### src/rtl/dmem_arbiter.sv
// Two-port data-memory arbiter: core has priority, debug port is guaranteed
// a grant after STARVE_MAX consecutive waiting cycles.
module dmem_arbiter #(
    parameter int unsigned STARVE_MAX = 4
) (
    input  logic        clk,
    input  logic        rst_n,

    input  logic        c_req,
    input  logic        c_we,
    input  logic [31:0] c_addr,
    input  logic [31:0] c_wdata,
    output logic        c_gnt,
    output logic        c_rvalid,
    output logic [31:0] c_rdata,

    input  logic        d_req,
    input  logic        d_we,
    input  logic [31:0] d_addr,
    input  logic [31:0] d_wdata,
    output logic        d_gnt,
    output logic        d_rvalid,
    output logic [31:0] d_rdata,

    output logic [31:0] m_addr,
    output logic [31:0] m_wdata,
    output logic        m_we,
    input  logic [31:0] m_rdata,

    output logic        starved
);

    localparam int unsigned CNT_W = 8;
    localparam logic [CNT_W-1:0] CNT_MAX = CNT_W'(STARVE_MAX);

    logic [CNT_W-1:0] starve_cnt_q, starve_cnt_d;
    logic             c_rvalid_q, c_rvalid_d;
    logic             d_rvalid_q, d_rvalid_d;
    logic [31:0]      c_rdata_q, c_rdata_d;
    logic [31:0]      d_rdata_q, d_rdata_d;
    logic             at_max;

    assign at_max = (starve_cnt_q == CNT_MAX);

    // Grants are held low during reset so no memory write can slip through.
    always_comb begin
        c_gnt = 1'b0;
        d_gnt = 1'b0;
        if (rst_n) begin
            if (at_max && d_req) begin
                d_gnt = 1'b1;
            end else if (c_req) begin
                c_gnt = 1'b1;
            end else if (d_req) begin
                d_gnt = 1'b1;
            end
        end
    end

    assign m_addr  = d_gnt ? d_addr  : c_addr;
    assign m_wdata = d_gnt ? d_wdata : c_wdata;
    assign m_we    = (c_gnt & c_we) | (d_gnt & d_we);
    assign starved = at_max & d_req;

    always_comb begin
        starve_cnt_d = starve_cnt_q;
        c_rvalid_d   = c_gnt & ~c_we;
        d_rvalid_d   = d_gnt & ~d_we;
        c_rdata_d    = c_rdata_q;
        d_rdata_d    = d_rdata_q;

        if (!d_req || d_gnt) begin
            starve_cnt_d = '0;
        end else if (!at_max) begin
            starve_cnt_d = starve_cnt_q + CNT_W'(1);
        end

        if (c_rvalid_d) begin
            c_rdata_d = m_rdata;
        end
        if (d_rvalid_d) begin
            d_rdata_d = m_rdata;
        end
    end

    always_ff @(posedge clk or negedge rst_n) begin
        if (!rst_n) begin
            starve_cnt_q <= '0;
            c_rvalid_q   <= 1'b0;
            d_rvalid_q   <= 1'b0;
            c_rdata_q    <= '0;
            d_rdata_q    <= '0;
        end else begin
            starve_cnt_q <= starve_cnt_d;
            c_rvalid_q   <= c_rvalid_d;
            d_rvalid_q   <= d_rvalid_d;
            c_rdata_q    <= c_rdata_d;
            d_rdata_q    <= d_rdata_d;
        end
    end

    assign c_rvalid = c_rvalid_q;
    assign d_rvalid = d_rvalid_q;
    assign c_rdata  = c_rdata_q;
    assign d_rdata  = d_rdata_q;

endmodule

### config.mk
export PLATFORM = sky130hd
export DESIGN_NAME = dmem_arbiter
export DESIGN_NICKNAME = d
export VERILOG_FILES = /design/src/rtl/dmem_arbiter.sv
export SDC_FILE = /design/constraint.sdc
export NUM_CORES = 1
export LEC_CHECK = 0
export BUFFER_PORTS_ARGS = -buffer_cell sky130_fd_sc_hd__buf_2
export CAP_MARGIN = 20
export CORE_AREA = 8 8 131 133
export DETAILED_ROUTE_END_ITERATION = 8
export DIE_AREA = 0 0 139 141
export HOLD_SLACK_MARGIN = 0.1
export PLACE_DENSITY = 0.58
export SYNTH_ARGS = -nofsm -noshare
export SYNTH_HDL_FRONTEND = slang
export SYNTH_SLANG_ARGS = --single-unit
### constraint.sdc
create_clock -name clk -period 3 [get_ports clk]
set_input_delay 0.6 -clock clk [delete_from_list [all_inputs] [get_ports clk]]
set_output_delay 0.6 -clock clk [all_outputs]
set_load 0.005 [all_outputs]
* Word-level counts from Yosys, hierarchy flattened
Index checks and enable logic that the tools add are counted.
Storage, ports and cells: latch bits 0, bits of input ports 166, register bits after elaboration 74, bits in read-only memories 0, memories kept 0, output and inout port bits 134, RAM bits 0
Operators by class: reductions and logical operators 3, eq/ne operators 2, multiplexer cells 11, add/subtract/negate cells 1, divide/modulo/power cells 0, multiply operators 0, shifts and indexed selects 0, magnitude comparators 0, bitwise operators 8
Operator list (number):
- two-way mux 32 bit | 2
- two-way mux 8 bit | 2
- adder 8 x 1 -> 8 bit, second input constant | 1
- equality test 8 x 3 -> 1 bit, second input constant | 1
- two-way mux 1 bit | 7
- bitwise AND 1 bit | 5
- inequality test 2 x 1 -> 1 bit, second input constant | 1
- inverter 1 bit | 2
- logical AND 1 bit | 1
- zero test 1 bit | 1
- logical OR 1 bit | 1
- bitwise OR 1 bit | 1

* Depth between registers and ports, before layout
word-level depth 6, gate-level depth with buffers 8, depth with buffers taken out 6

* Worst setup path after synthesis
No wires, ideal clock.
path type register -> output, start reg starve_cnt_q[0], end out m_addr[13], stages on the path, launching flop included 9, path buffers 2, slack 0.583 ns, data arrival time 1.817 ns, cells stage by stage dfrtp_1 inv_1 ha_1 nand4bb_2 nor4_4 o21ai_1 buf_2 buf_2 mux2_2
On the way: longest elaborated chain between the ends 5
Ends and longest elaborated chain:
- start: declaration | RTL line 36 | logic [CNT_W-1:0] starve_cnt_q, starve_cnt_d;
- start signal: assignment | RTL line 94 | starve_cnt_q <= starve_cnt_d;
- equality test 8 x 3 -> 1 bit | RTL line 43 | assign at_max = (starve_cnt_q == CNT_MAX);
- logical AND 1 bit | RTL line 50 | if (at_max && d_req) begin
- two-way mux 1 bit | RTL line 50
- two-way mux 1 bit | RTL line 49 | if (rst_n) begin
- two-way mux 32 bit | RTL line 60 | assign m_addr = d_gnt ? d_addr : c_addr;
- end: declaration | RTL line 25 | output logic [31:0] m_addr,
Every way passes these cells.

* Worst setup path in the final report
start reg starve_cnt_q[1], end out m_addr[3]
Same word-level chain as after synthesis.

==> out/results.ini <==
[synth]
yosys_warnings = 0
syn_avg_cell_area_um2 = 14.1
synth_cells = 264
yosys.area.top_type_share = 0.499
syn-cell-area_um2 = 3710
synth_edf_count = 0
synth_nets = 432
synth_top_cell_by_area = dfrtp_1
ys_seq_elements = 74
synthFlopType = dfrtp_1
yosys.cell_types.count = 25
synthArstFlopShare = 1.00
synthTopCellsByArea = dfrtp_1, mux2_2, buf_2
yosysSeqAreaShare = 0.499

[clock_network]
cts_root_buffer = clkbuf_16
cts_inserted_buffers = 9
clockBufferDepth = 2
tritoncts = built
clk_pin_slew_worst_paths_ns = 0.06
worstSkewPairLatency_ns = 0.32
postCtsHoldBufs = 0
cts-htree-levels = 3
cts.sinks = 74

[global_route]
grt_pass1_wl_um = 22500
antenna_found_initial = 1
grt_max_degree = 65
overflow = 0
grt_usage = 0.146
grt_pass1_vias = 3726

[power]
seq_power_share = 0.421
p_sw_w = 0.000809
clock_power_share = 0.322
fin_total_pwr_w = 0.00303
switching_share = 0.267
p_comb_frac = 0.257
worst_ir_drop_vdd_uv = 397
p_int_w = 0.00222
p_per_area_nw_per_um2 = 519
leakagePower_nw = 2.96

[routing]
route.vias.total = 3431
drt_first_pass_iters = 4
wirelength_um = 15100
drt-initial-drc-count = 121
wl_per_cell_um = 19.6
ant_nets = 0
routed_via_density = 4.46
drc = 0

[timing]
fin_crit_ns = 2.93
slew_headroom = 0.477
finalCritPeriodShare = 0.976
postLayoutSetupSlackWorst_ns = 0.0722
fin_skew_ns = 0.00684
slew_violations = 0
worst-slew-pin-transition_ns = 0.784
timing.fmax_mhz = 342
setup_viol = 0
finalHoldViolCount = 0

[final_layout]
fin_util = 0.389
drive_gt1_frac = 0.797
stdcell_area_um2 = 5830
num-nets-final = 743
area_delta_synth_final_pct = 57.1
layout.cells.non_filler = 769

[floorplan]
start_util = 0.248
placementRows = 45
dieArea_um2 = 19600
io-pin-count = 300
die_w_um = 139
dieHeight_um = 141
coreArea_um2 = 15000

[setup_path]
required_ns = 2.40
crit_arrival_ns = 2.33
slowest_stage = dfrtp_2
end_kind = output port
startpoint_type = register
critPathKind = register to output port
crit_chain = inv_1 > ha_4 > nand4bb_4 > nor4_4 > o21ai_4 > buf_12 > buf_12 > mux2_4 > buf_2
critPathMostFrequentCell = buf_12
critPathMaxStageDelay_ns = 0.42
path_max_fanout = 17

[hold_path]
hold_class = primary input to async pin

[place]
place_congestion = 0.882
post_dp_cell_area_um2 = 5460
dpl.hpwl_um = 12700
port_buffers = 299
place_inst = 746
post-place-ws_ns = 0.114

[run]
cap_violations = 0

[run_status]
status = finished, final reports clean

[power groups by stage]
stage | clock (W) | combinational, W | sequential, W
after floorplan | 0 | 0.000286 | 0.00130
after global placement | 0 | 0.000772 | 0.00128
after detailed placement | 0 | 0.000782 | 0.00129
after CTS | 0.00101 | 0.000789 | 0.00128
after global routing | 0.00106 | 0.000849 | 0.00130
final | 0.000976 | 0.000777 | 0.00127
[final cells by class]
type,count,area (µm²)
Fill cell,1470,9150
Sequential cell,74,1850
Multi-Input combinational cell,172,1800
Timing Repair Buffer,313,1640
Clock buffer,10,239
Tap cell,188,235
Clock inverter,6,40.0
Inverter,5,18.8
Antenna cell,1,2.50
[synthesized netlist by cell type (2+ instances only)]
library cell / count
and2_1: 2
xnor2_1: 2
ha_1: 2
dfrtp_1: 74
and3_1: 2
xor2_1: 5
inv_1: 5
nand3_1: 9
mux2_1: 3
buf_2: 9
nand2_1: 4
mux2_2: 125
buf_6: 3
o21ai_0: 2
nor2_1: 7
[layout by cell type (no fill, tap or decap), drive strengths merged]
cell and instances:
or4 1, xnor2 2, ha 2, a21boi 1, nand3 9, dfrtp 74, a211oi 1, nand2 4
o41a 1, inv 6, xor2 5, clkinvlp 1, buf 313, nand4bb 1, nor2 7, o21ai 3
o32ai 1, nor3b 1, diode 1, mux2 128, and3 2, clkinv 4, and2 2, nor4 1
clkbuf 10
[routing by layer]
metal  global-route usage  vias to the layer above  part of all wire
met3               0.0513                        9             0.095
met1                0.155                     1653              0.36
met4               0.0347                        0             0.013
li1                     -                     1571                 -
met2                0.271                      198              0.53
met5                    0                        -                 0
[path summary, 6_finish.rpt]
check                                     start              end  slack [ns]  cells past startpoint
worst max register to register  starve_cnt_q[1]      d_rdata[15]        0.65                      7
max in group asynchronous                 rst_n       d_rdata[9]        1.77                      3
worst min-delay path                      rst_n  starve_cnt_q[0]        0.21                      2
worst max-delay path            starve_cnt_q[1]        m_addr[3]        0.07                      9
worst min register to register      d_rdata[16]      d_rdata[16]        0.50                      1
min in group clk                    d_rdata[16]      d_rdata[16]        0.50                      1
[through the flow]
step	hold slack (ns)	setup TNS (ns)
floorplan	0.304	0
CTS	0.210	0
detailed placement	0.474	0
global route	0.221	-0.00745
finish	0.212	0
global placement	0.465	0
[repair_timing]
item	CTS	global route
gates resized for setup	0	6
endpoints found under the setup margin	64	19
pin swaps	1	2
buffers inserted	3	3
gates cloned	0	0
[worst max-delay path: cells and delay by family (launching register included)]
| family | cells | cell delay (ns) |
|---|---|---|
| flops | 1 | 0.42 |
| buf+inv | 4 | 0.53 |
| mux | 1 | 0.33 |
| fa+ha+maj | 1 | 0.14 |
| compound gates | 1 | 0.09 |
| simple gates | 2 | 0.48 |
[state kept, by name, indices dropped and copies added (netlist names)]
name and count:
c_rdata 32, d_rdata 32, starve_cnt_q 8, c_rvalid 1, d_rvalid 1
[kinds of logic (layout without fill, tap and decap cells)]
kind of cell / count (synthesis) / after routing / share of synthesized area
mux: 128 / 128 / 0.388
flops: 74 / 74 / 0.499
simple gates: 28 / 28 / 0.0472
buf+inv: 18 / 334 / 0.0273
compound gates: 7 / 7 / 0.0148
xor+xnor: 7 / 7 / 0.0165
fa+ha+maj: 2 / 2 / 0.00674
other cells: 0 / 1 / 0
(Power assumes the default switching activity.)
